### src/rtl/adder8_rr_arbiter.sv
// rtl/adder8_rr_arbiter.sv - round-robin arbiter sharing one registered 8-bit adder
// Grants one requester at a time, waits out the adder latency, returns a tagged response.
module adder8_rr_arbiter #(
  parameter int NREQ    = 4,
  parameter int ADD_LAT = 1,
  parameter int CNTW    = 16,
  localparam int IDW    = $clog2(NREQ)
) (
  input  logic              clk,
  input  logic              reset,
  input  logic [NREQ-1:0]   req_valid,
  input  logic [8*NREQ-1:0] req_a,
  input  logic [8*NREQ-1:0] req_b,
  output logic [NREQ-1:0]   req_ready,
  output logic [7:0]        add_a,
  output logic [7:0]        add_b,
  input  logic [7:0]        add_out,
  input  logic              add_p,
  output logic              rsp_valid,
  input  logic              rsp_ready,
  output logic [IDW-1:0]    rsp_id,
  output logic [7:0]        rsp_sum,
  output logic              rsp_carry,
  output logic              busy,
  output logic [CNTW-1:0]   op_count
);

  localparam int WCW = $clog2(ADD_LAT + 1);

  typedef enum logic [1:0] {IDLE, WAIT, RESP} state_t;

  state_t         state;
  logic [IDW-1:0] rr_ptr;
  logic [IDW-1:0] grant_id;
  logic [IDW-1:0] idx;
  logic           grant_found;
  logic [WCW-1:0] wait_cnt;

  // Scan starts one past the last winner, so the previous winner is checked last.
  always_comb begin
    grant_found = 1'b0;
    grant_id    = '0;
    idx         = '0;
    for (int k = 1; k <= NREQ; k++) begin
      idx = IDW'((int'(rr_ptr) + k) % NREQ);
      if (!grant_found && req_valid[idx]) begin
        grant_found = 1'b1;
        grant_id    = idx;
      end
    end
  end

  assign req_ready = (state == IDLE && grant_found) ? (NREQ'(1) << grant_id) : '0;

  // Operands are held from grant to acceptance, so the adder output is stable in RESP.
  assign rsp_sum   = add_out;
  assign rsp_carry = add_p;

  always_ff @(posedge clk) begin
    if (reset) begin
      state     <= IDLE;
      rr_ptr    <= IDW'(NREQ - 1);
      add_a     <= '0;
      add_b     <= '0;
      rsp_id    <= '0;
      wait_cnt  <= '0;
      rsp_valid <= 1'b0;
      busy      <= 1'b0;
      op_count  <= '0;
    end else begin
      case (state)
        IDLE: begin
          if (grant_found) begin
            add_a    <= req_a[{grant_id, 3'b000} +: 8];
            add_b    <= req_b[{grant_id, 3'b000} +: 8];
            rsp_id   <= grant_id;
            rr_ptr   <= grant_id;
            wait_cnt <= WCW'(ADD_LAT);
            busy     <= 1'b1;
            state    <= WAIT;
          end
        end
        WAIT: begin
          wait_cnt <= wait_cnt - 1'b1;
          if (wait_cnt == WCW'(1)) begin
            rsp_valid <= 1'b1;
            state     <= RESP;
          end
        end
        RESP: begin
          if (rsp_ready) begin
            rsp_valid <= 1'b0;
            busy      <= 1'b0;
            state     <= IDLE;
            if (op_count != '1) op_count <= op_count + 1'b1;
          end
        end
        default: state <= IDLE;
      endcase
    end
  end

endmodule

### config.mk
export PLATFORM = sky130hd
export DESIGN_NAME = adder8_rr_arbiter
export DESIGN_NICKNAME = d
export VERILOG_FILES = /design/src/rtl/adder8_rr_arbiter.sv
export SDC_FILE = /design/constraint.sdc
export NUM_CORES = 1
export LEC_CHECK = 0
export BUFFER_PORTS_ARGS = -buffer_cell sky130_fd_sc_hd__buf_2
export CAP_MARGIN = 20
export CORE_ASPECT_RATIO = 0.7
export CORE_MARGIN = 4
export CORE_UTILIZATION = 48
export CTS_BUF_LIST = sky130_fd_sc_hd__clkbuf_4 sky130_fd_sc_hd__clkbuf_8 sky130_fd_sc_hd__clkbuf_16
export CTS_CLUSTER_SIZE = 24
export DETAILED_ROUTE_END_ITERATION = 6
export HOLD_SLACK_MARGIN = 0.02
export PLACE_DENSITY = 0.87
export SLEW_MARGIN = 25
export SYNTH_ARGS = -nofsm -noshare
export SYNTH_HDL_FRONTEND = slang
export SYNTH_SLANG_ARGS = --single-unit
### constraint.sdc
create_clock -name clk -period 2.9 [get_ports clk]
set_input_delay 0.145 -clock clk [delete_from_list [all_inputs] [get_ports clk]]
set_output_delay 0.145 -clock clk [all_outputs]
set_load 0.01 [all_outputs]
## Word-level counts from Yosys, hierarchy flattened

Index checks and enable logic that the tools add are counted.

| operators by class | value |
|---|---|
| multiplexer cells | 27 |
| equality and inequality tests | 6 |
| shift-type cells | 3 |
| multiply operators | 0 |
| add/sub/neg operators | 6 |
| reductions and logical operators | 17 |
| div/mod/pow operators | 0 |
| bitwise gates (word level) | 0 |
| magnitude comparators | 4 |

Operators with widths:

| kind | count |
|---|---|
| variable part select 32 x 6 -> 8 bit | 2 |
| adder 16 x 1 -> 16 bit, second input constant | 1 |
| != test 16 bit, second input constant | 1 |
| 2-to-1 mux 2 bit | 7 |
| less-than comparator 2 x 3 -> 1 bit, second input constant | 4 |
| AND reduction 3 bit | 4 |
| 2-to-1 mux 1 bit | 11 |
| binary-select mux 1 bit (select 2 bit) | 4 |
| != test 2 bit, second input constant | 3 |
| case mux 1 bit (2 select lines) | 3 |
| case mux 2 bit (3 select lines) | 1 |
| nonzero test 2 bit | 3 |
| adder 2 x 1 -> 2 bit, second input constant | 2 |
| adder 2 bit, second input constant | 2 |
| logical AND 1 bit | 4 |
| 2-to-1 mux 4 bit | 1 |
| AND reduction 2 bit | 2 |
| << shifter 1 x 2 -> 4 bit, first input constant | 1 |
| zero test 1 bit | 3 |
| == test 2 x 1 -> 1 bit, second input constant | 1 |
| == test 2 bit, second input constant | 1 |
| zero test 2 bit | 1 |
| subtractor 1 bit, second input constant | 1 |

| word-level totals | value |
|---|---|
| memories | 0 |
| bits of input ports | 80 |
| memory bits (read-only) | 0 |
| logic and storage cells | 72 |
| flip-flop bits (word level) | 41 |
| memory bits (writable) | 0 |
| latch bits | 0 |
| output and inout port bits | 49 |

## Longest topological paths before layout

| depth | value |
|---|---|
| depth after elaboration | 15 |
| mapped depth | 8 |
| mapped depth without buffers | 6 |

## Worst setup path after synthesis

No wires, ideal clock.

| timing | value |
|---|---|
| kind | reg-to-reg |
| start | register op_count[0] |
| end | register op_count[1] |
| required time | 2.772 ns |
| clock period less this slack | 1.680 ns |
| arrival | 1.552 ns |
| stages on the path, launching flop included | 7 |
| path slack | 1.220 ns |
| path buffers | 0 |
| library setup time | 0.128 ns |
| cells stage by stage | dfxtp_1 -> ha_1 -> nand2_1 -> nor4_4 -> a21oi_1 -> mux2i_1 -> nor2_1 |

| on the way | value |
|---|---|
| longest elaborated chain between the ends | 2 |
| elaborated cells between the ends (all ways) | 3 |
| those cells by class | 1 x add/sub; 1 x eq/ne; 1 x reduce/logical |

Ends and longest elaborated chain:

| element | line | source |
|---|---|---|
| start: declaration | 25 | `output logic [CNTW-1:0] op_count` |
| start signal: assignment | 95 | `if (op_count != '1) op_count <= op_count + 1'b1;` |
| branches (longest 2 deep; another with adder 16 x 1 -> 16 bit) | -- |  |

Several ways; the timed one is not identified.
A chain may end at the register's enable or synchronous reset.

## Worst setup path in the final report

| timing | value |
|---|---|
| start | register rr_ptr[1] |
| end | output port req_ready[0] |

| on the way | value |
|---|---|
| longest elaborated chain between the ends | 15 |
| elaborated cells between the ends (all ways) | 29 |
| those cells by class | 4 x add/sub; 1 x shift; 17 x mux; 7 x reduce/logical |

Ends and longest elaborated chain:

| element | line | source |
|---|---|---|
| start: declaration | 33 | `logic [IDW-1:0] rr_ptr;` |
| start signal: assignment | 62 | `rr_ptr <= IDW'(NREQ - 1);` |
| start signal: assignment | 77 | `rr_ptr <= grant_id;` |
| adder 2 x 1 -> 2 bit | 45 | `idx = IDW'((int'(rr_ptr) + k) % NREQ);` |
| binary-select mux 1 bit (select 2 bit) | 46 | `if (!grant_found && req_valid[idx]) begin` |
| 2-to-1 mux 1 bit (implied by the code) | 46 |  |
| 2-to-1 mux 1 bit | 46 |  |
| zero test 1 bit | 46 |  |
| logical AND 1 bit | 46 |  |
| 2-to-1 mux 1 bit | 46 |  |
| zero test 1 bit | 46 |  |
| logical AND 1 bit | 46 |  |
| 2-to-1 mux 1 bit | 46 |  |
| zero test 1 bit | 46 |  |
| logical AND 1 bit | 46 |  |
| 2-to-1 mux 2 bit / 2-to-1 mux 1 bit (equally long branches) | 46 |  |
| << shifter 1 x 2 -> 4 bit / logical AND 1 bit (equally long branches) | 53 | `assign req_ready = (state == IDLE && grant_found) ? (NREQ'(1) << grant_id) : '0;` |
| 2-to-1 mux 4 bit (*) | 53 |  |
| end: declaration | 14 | `output logic [NREQ-1:0] req_ready,` |

Mark *: on every way between the ends. The rest lies on a longest branch, timed or not. The select of a mux whose other input is x is not followed.

==> impl_summary.txt <==
----------------------------------------------------
[Logic synthesis]
  Number of enable-type register cells in the synthesized netlist ... 0
  Sequential fraction of the synthesis area ... 0.347
  Post-synthesis net count ... roughly 340
  Post-synthesis instance area ... approximately 2400 µm²
  Number of storage elements in the synthesis netlist ... 41
  Post-synth top flop ... sky130_fd_sc_hd__dfxtp_1
  Number of instances in the synthesized netlist ... around 260
  Average footprint of a synthesized cell ... about 9.2 µm²
  Fraction of synthesis flops using an asynchronous set or reset pin ... 0
  Number of warnings reported in the yosys synthesis log ... 0
  Number of distinct library cells after synthesis ... 43

[Worst setup path]
  Critical Path End Type ... primary output
  Reg-to-reg critical path startpoint ... op_count[0]
  Required @ worst endpoint ... around 2.8 ns
  Delay of the slowest cell on the worst path ... around 0.47 ns
  Arrival time of the worst setup path ... 2.05 ns
  Max stage delay cell, worst path ... sky130_fd_sc_hd__dfxtp_1
  Kind of critical path ... reg -> out
  Critical Path Start Type ... register
  CP delay by family, top ... buffers and inverters
  Logic depth of the worst register-to-register path ... 6
  Number of buffer and inverter instances along the worst setup path ... 3
  Register-to-register setup slack ... about 1 ns
  Max FO, Critical Path ... 36
  End of the worst register-to-register path ... op_count[0]
  List of cells traversed by the critical path ... nand2_1, a21oi_1, o221a_2, buf_4, inv_1, nor2_1, buf_2

[Routing]
  Number of vias after detailed routing ... 2234
  Final wirelength ... 5.85 mm
  DRC violations left ... 0
  Vias per std cell ... roughly 5.3
  DRC marker count from the first detailed-route iteration ... roughly 130
  First-pass DRT Iterations ... 4
  Final antenna-violating net count ... 0
  Routed wirelength normalized by instance count ... 13.8 µm

[Final layout]
  Count of nets after finishing ... between 400 and 500
  Fraction of the core area covered by cells at the end of the flow ... 0.617
  Syn-to-layout area delta ... 24.3%
  Leading cell types in the layout, fill and taps excluded ... sky130_fd_sc_hd__buf_2, sky130_fd_sc_hd__dfxtp_1, sky130_fd_sc_hd__mux2i_1
  Layout fillers ... approximately 420
  Post-Layout Inst Area ... about 3000 µm²
  Final antenna diode count ... 0
  Share of cells above drive strength 1 ... 0.397
  Leading cell type in the layout, fill and taps excluded ... sky130_fd_sc_hd__buf_2

[Timing]
  Final hold vios ... 0
  Minimum clock period after layout ... between 2 and 2.5 ns
  Portion of the clock cycle consumed by the worst path in the final layout ... 0.757
  Worst Slack Setup Final ... about 0.71 ns
  Clock tree skew after final layout ... around 0.011 ns
  Total negative slack for setup checks ... 0 ns
  Final Setup Violations ... 0
  Setup repair after global routing missed its margin ... false
  Relative max-transition margin ... 0.541
  Max-slew violation total from the final report ... 0
  Tightest Pin Transition ... between 0.6 and 0.7 ns
  Maximum achievable frequency ... between 400 and 500 MHz

[Placement]
  Final estimated routing congestion in global placement ... just under 0.8
  IO buf count ... between 100 and 150
  Placed wire-length estimate ... ~4.6 mm
  Placement-stage worst setup slack ... 0.837 ns
  Post-DP Area ... 2830 µm²

[Clocking]
  Number of post-CTS setup repair buffers ... 0
  Clock edge transition at the registers on the reported setup and hold paths ... ~0.090 ns
  Number of instances resized during post-cts repair ... 0
  Inserted Clock Buffers ... 5
  Clock insertion delay at the later pin of the skew report ... about 0.3 ns
  Number of H-tree branching levels ... 2
  CTS tree ... done
  CTS Root Buffer Type ... sky130_fd_sc_hd__clkbuf_8
  Number of buffers added to fix hold violations after cts ... 0
  Buffers from clock root to sink, at most ... 2
  Num Clock Sinks ... between 40 and 50

[Global route]
  Number of antenna violations at the first check in global routing ... 0
  Maximum number of pins on one net before global-route repair ... 37
  Number of global-route vias before repair ... between 2000 and 2500
  All-layer global routing usage ... 0.187
  Residual overflow from global routing ... 0
  First-pass GRT wire length ... a little over 9 mm

[Worst hold path]
  Startpoint of the worst hold path ... req_b[28]
  Min-Delay Path Class ... in -> reg
  Worst hold path cell count ... 3
  End of the worst hold path ... add_b[4]

[Job]
  Max capacitance violation total ... 0

[Die]
  Total core area ... 4760 µm²
  Std-Cell Rows ... 21
  Height of the die ... between 60 and 70 µm
  Initial Utilization ... 0.497
  Number of top-level pins ... ~130
  Die ar. ... 6130 µm²
  X dimension of the die ... 91.9 µm

[Pwr]
  Peak supply drop ... between 0.2 and 0.3 mV
  Leakage dissipation ... between 1 and 1.5 nW
  Power per cell area ... a little under 500 nW/µm²

[Status]
  Run status ... finished, final reports clean

----------------------------------------------------
-- layer usage --
layer  up-vias  share of wire  GRT usage
li1       1104              -          -
met1      1039           0.44      0.233
met2        78           0.47      0.298
met3        13          0.065     0.0576
met4         0          0.023     0.0889
met5         -              0          0
-- worst max-delay path by stage --
| stage | startpoint | end | cells past startpoint |
|---|---|---|---|
| 2_1_floorplan | op_count[0] | op_count[1] | 6 |
| 3_3_place_gp | req_valid[3] | add_a[6] | 6 |
| 3_5_place_dp | req_valid[3] | add_a[2] | 6 |
| 4_1_cts | rr_ptr[1] | req_ready[0] | 7 |
| 5_1_grt | rr_ptr[1] | req_ready[0] | 7 |
| 6_report | rr_ptr[1] | req_ready[0] | 7 |
-- cells by family after synthesis --
kind of cell | share of synthesized area
AND/OR/NAND/NOR | 0.208
flip-flops | 0.347
AO/OA/AOI/OAI | 0.155
multiplexers | 0.144
buffers and inverters | 0.0879
XOR/XNOR | 0.0519
adder cells (fa/ha/maj) | 0.00530
-- state kept, by name, summed over array words and instances, names as in the netlist --
register / count
add_a: 8
add_b: 8
busy: 1
op_count: 16
rr_ptr: 2
rsp_id: 2
rsp_valid: 1
state: 2
wait_cnt: 1
-- where the power goes --
group,leakage [nW],switching (W),internal [W]
registers,0.336,0.0000365,0.000617
clock network,0.0542,0.000198,0.000215
logic,1.01,0.000197,0.000179
-- area by class of cell --
type | count | area [µm²] | area share
clock buffers | 7 | 96.3 | 0.0328
inverters | 7 | 26.3 | 0.00895
flip-flops and latches | 41 | 821 | 0.280
clock inverters | 1 | 5.00 | 0.00170
multi-input cells | 187 | 1340 | 0.455
well taps | 69 | 86.3 | 0.0294
repair buffers | 112 | 566 | 0.193
-- stage by stage --
stage	instances	hold WS, ns	power [W]
3_3_place_gp	416	0.290	0.00103
4_1_cts	424	0.148	0.00146
3_5_place_dp	416	0.290	0.00104
6_report	424	0.154	0.00144
5_1_grt	424	0.151	0.00153
2_1_floorplan	258	0.335	0.000936
-- worst reg2reg max path, delay by kind of cell, from the launching register on --
kind	cells	cell delay, ns
DFF	1	0.41
adders and majority gates	1	0.22
AOI/OAI and AO/OA	1	0.22
and+or+nand+nor	3	0.73
xor gates and xnor gates	1	0.21
-- synth_stat cells (2+ instances only) --
| library cell | number | area [µm²] |
|---|---|---|
| sky130_fd_sc_hd__dfxtp_1 | 41 | 821 |
| sky130_fd_sc_hd__mux2i_1 | 34 | 340 |
| sky130_fd_sc_hd__nor2_1 | 31 | 116 |
| sky130_fd_sc_hd__nand2_1 | 30 | 113 |
| sky130_fd_sc_hd__buf_4 | 12 | 90.1 |
| sky130_fd_sc_hd__o221ai_2 | 10 | 150 |
| sky130_fd_sc_hd__xnor2_1 | 10 | 87.6 |
| sky130_fd_sc_hd__a21oi_1 | 8 | 40.0 |
| sky130_fd_sc_hd__inv_1 | 7 | 26.3 |
| sky130_fd_sc_hd__nand3_1 | 6 | 30.0 |
| sky130_fd_sc_hd__o221ai_1 | 6 | 52.6 |
| sky130_fd_sc_hd__a211oi_1 | 4 | 30.0 |
| sky130_fd_sc_hd__buf_6 | 4 | 45.0 |
| sky130_fd_sc_hd__nand3b_1 | 4 | 30.0 |
| sky130_fd_sc_hd__nand4_1 | 4 | 25.0 |
| sky130_fd_sc_hd__nor3_1 | 4 | 20.0 |
| sky130_fd_sc_hd__o21ai_0 | 4 | 20.0 |
| sky130_fd_sc_hd__xor2_1 | 4 | 35.0 |
| sky130_fd_sc_hd__buf_2 | 3 | 15.0 |
| sky130_fd_sc_hd__clkbuf_1 | 3 | 11.3 |
| sky130_fd_sc_hd__nor4_1 | 3 | 18.8 |
| sky130_fd_sc_hd__or2_2 | 3 | 18.8 |
| sky130_fd_sc_hd__and4_1 | 2 | 17.5 |
| sky130_fd_sc_hd__or3_4 | 2 | 22.5 |
No activity file was read; power rests on OpenSTA's default activity.
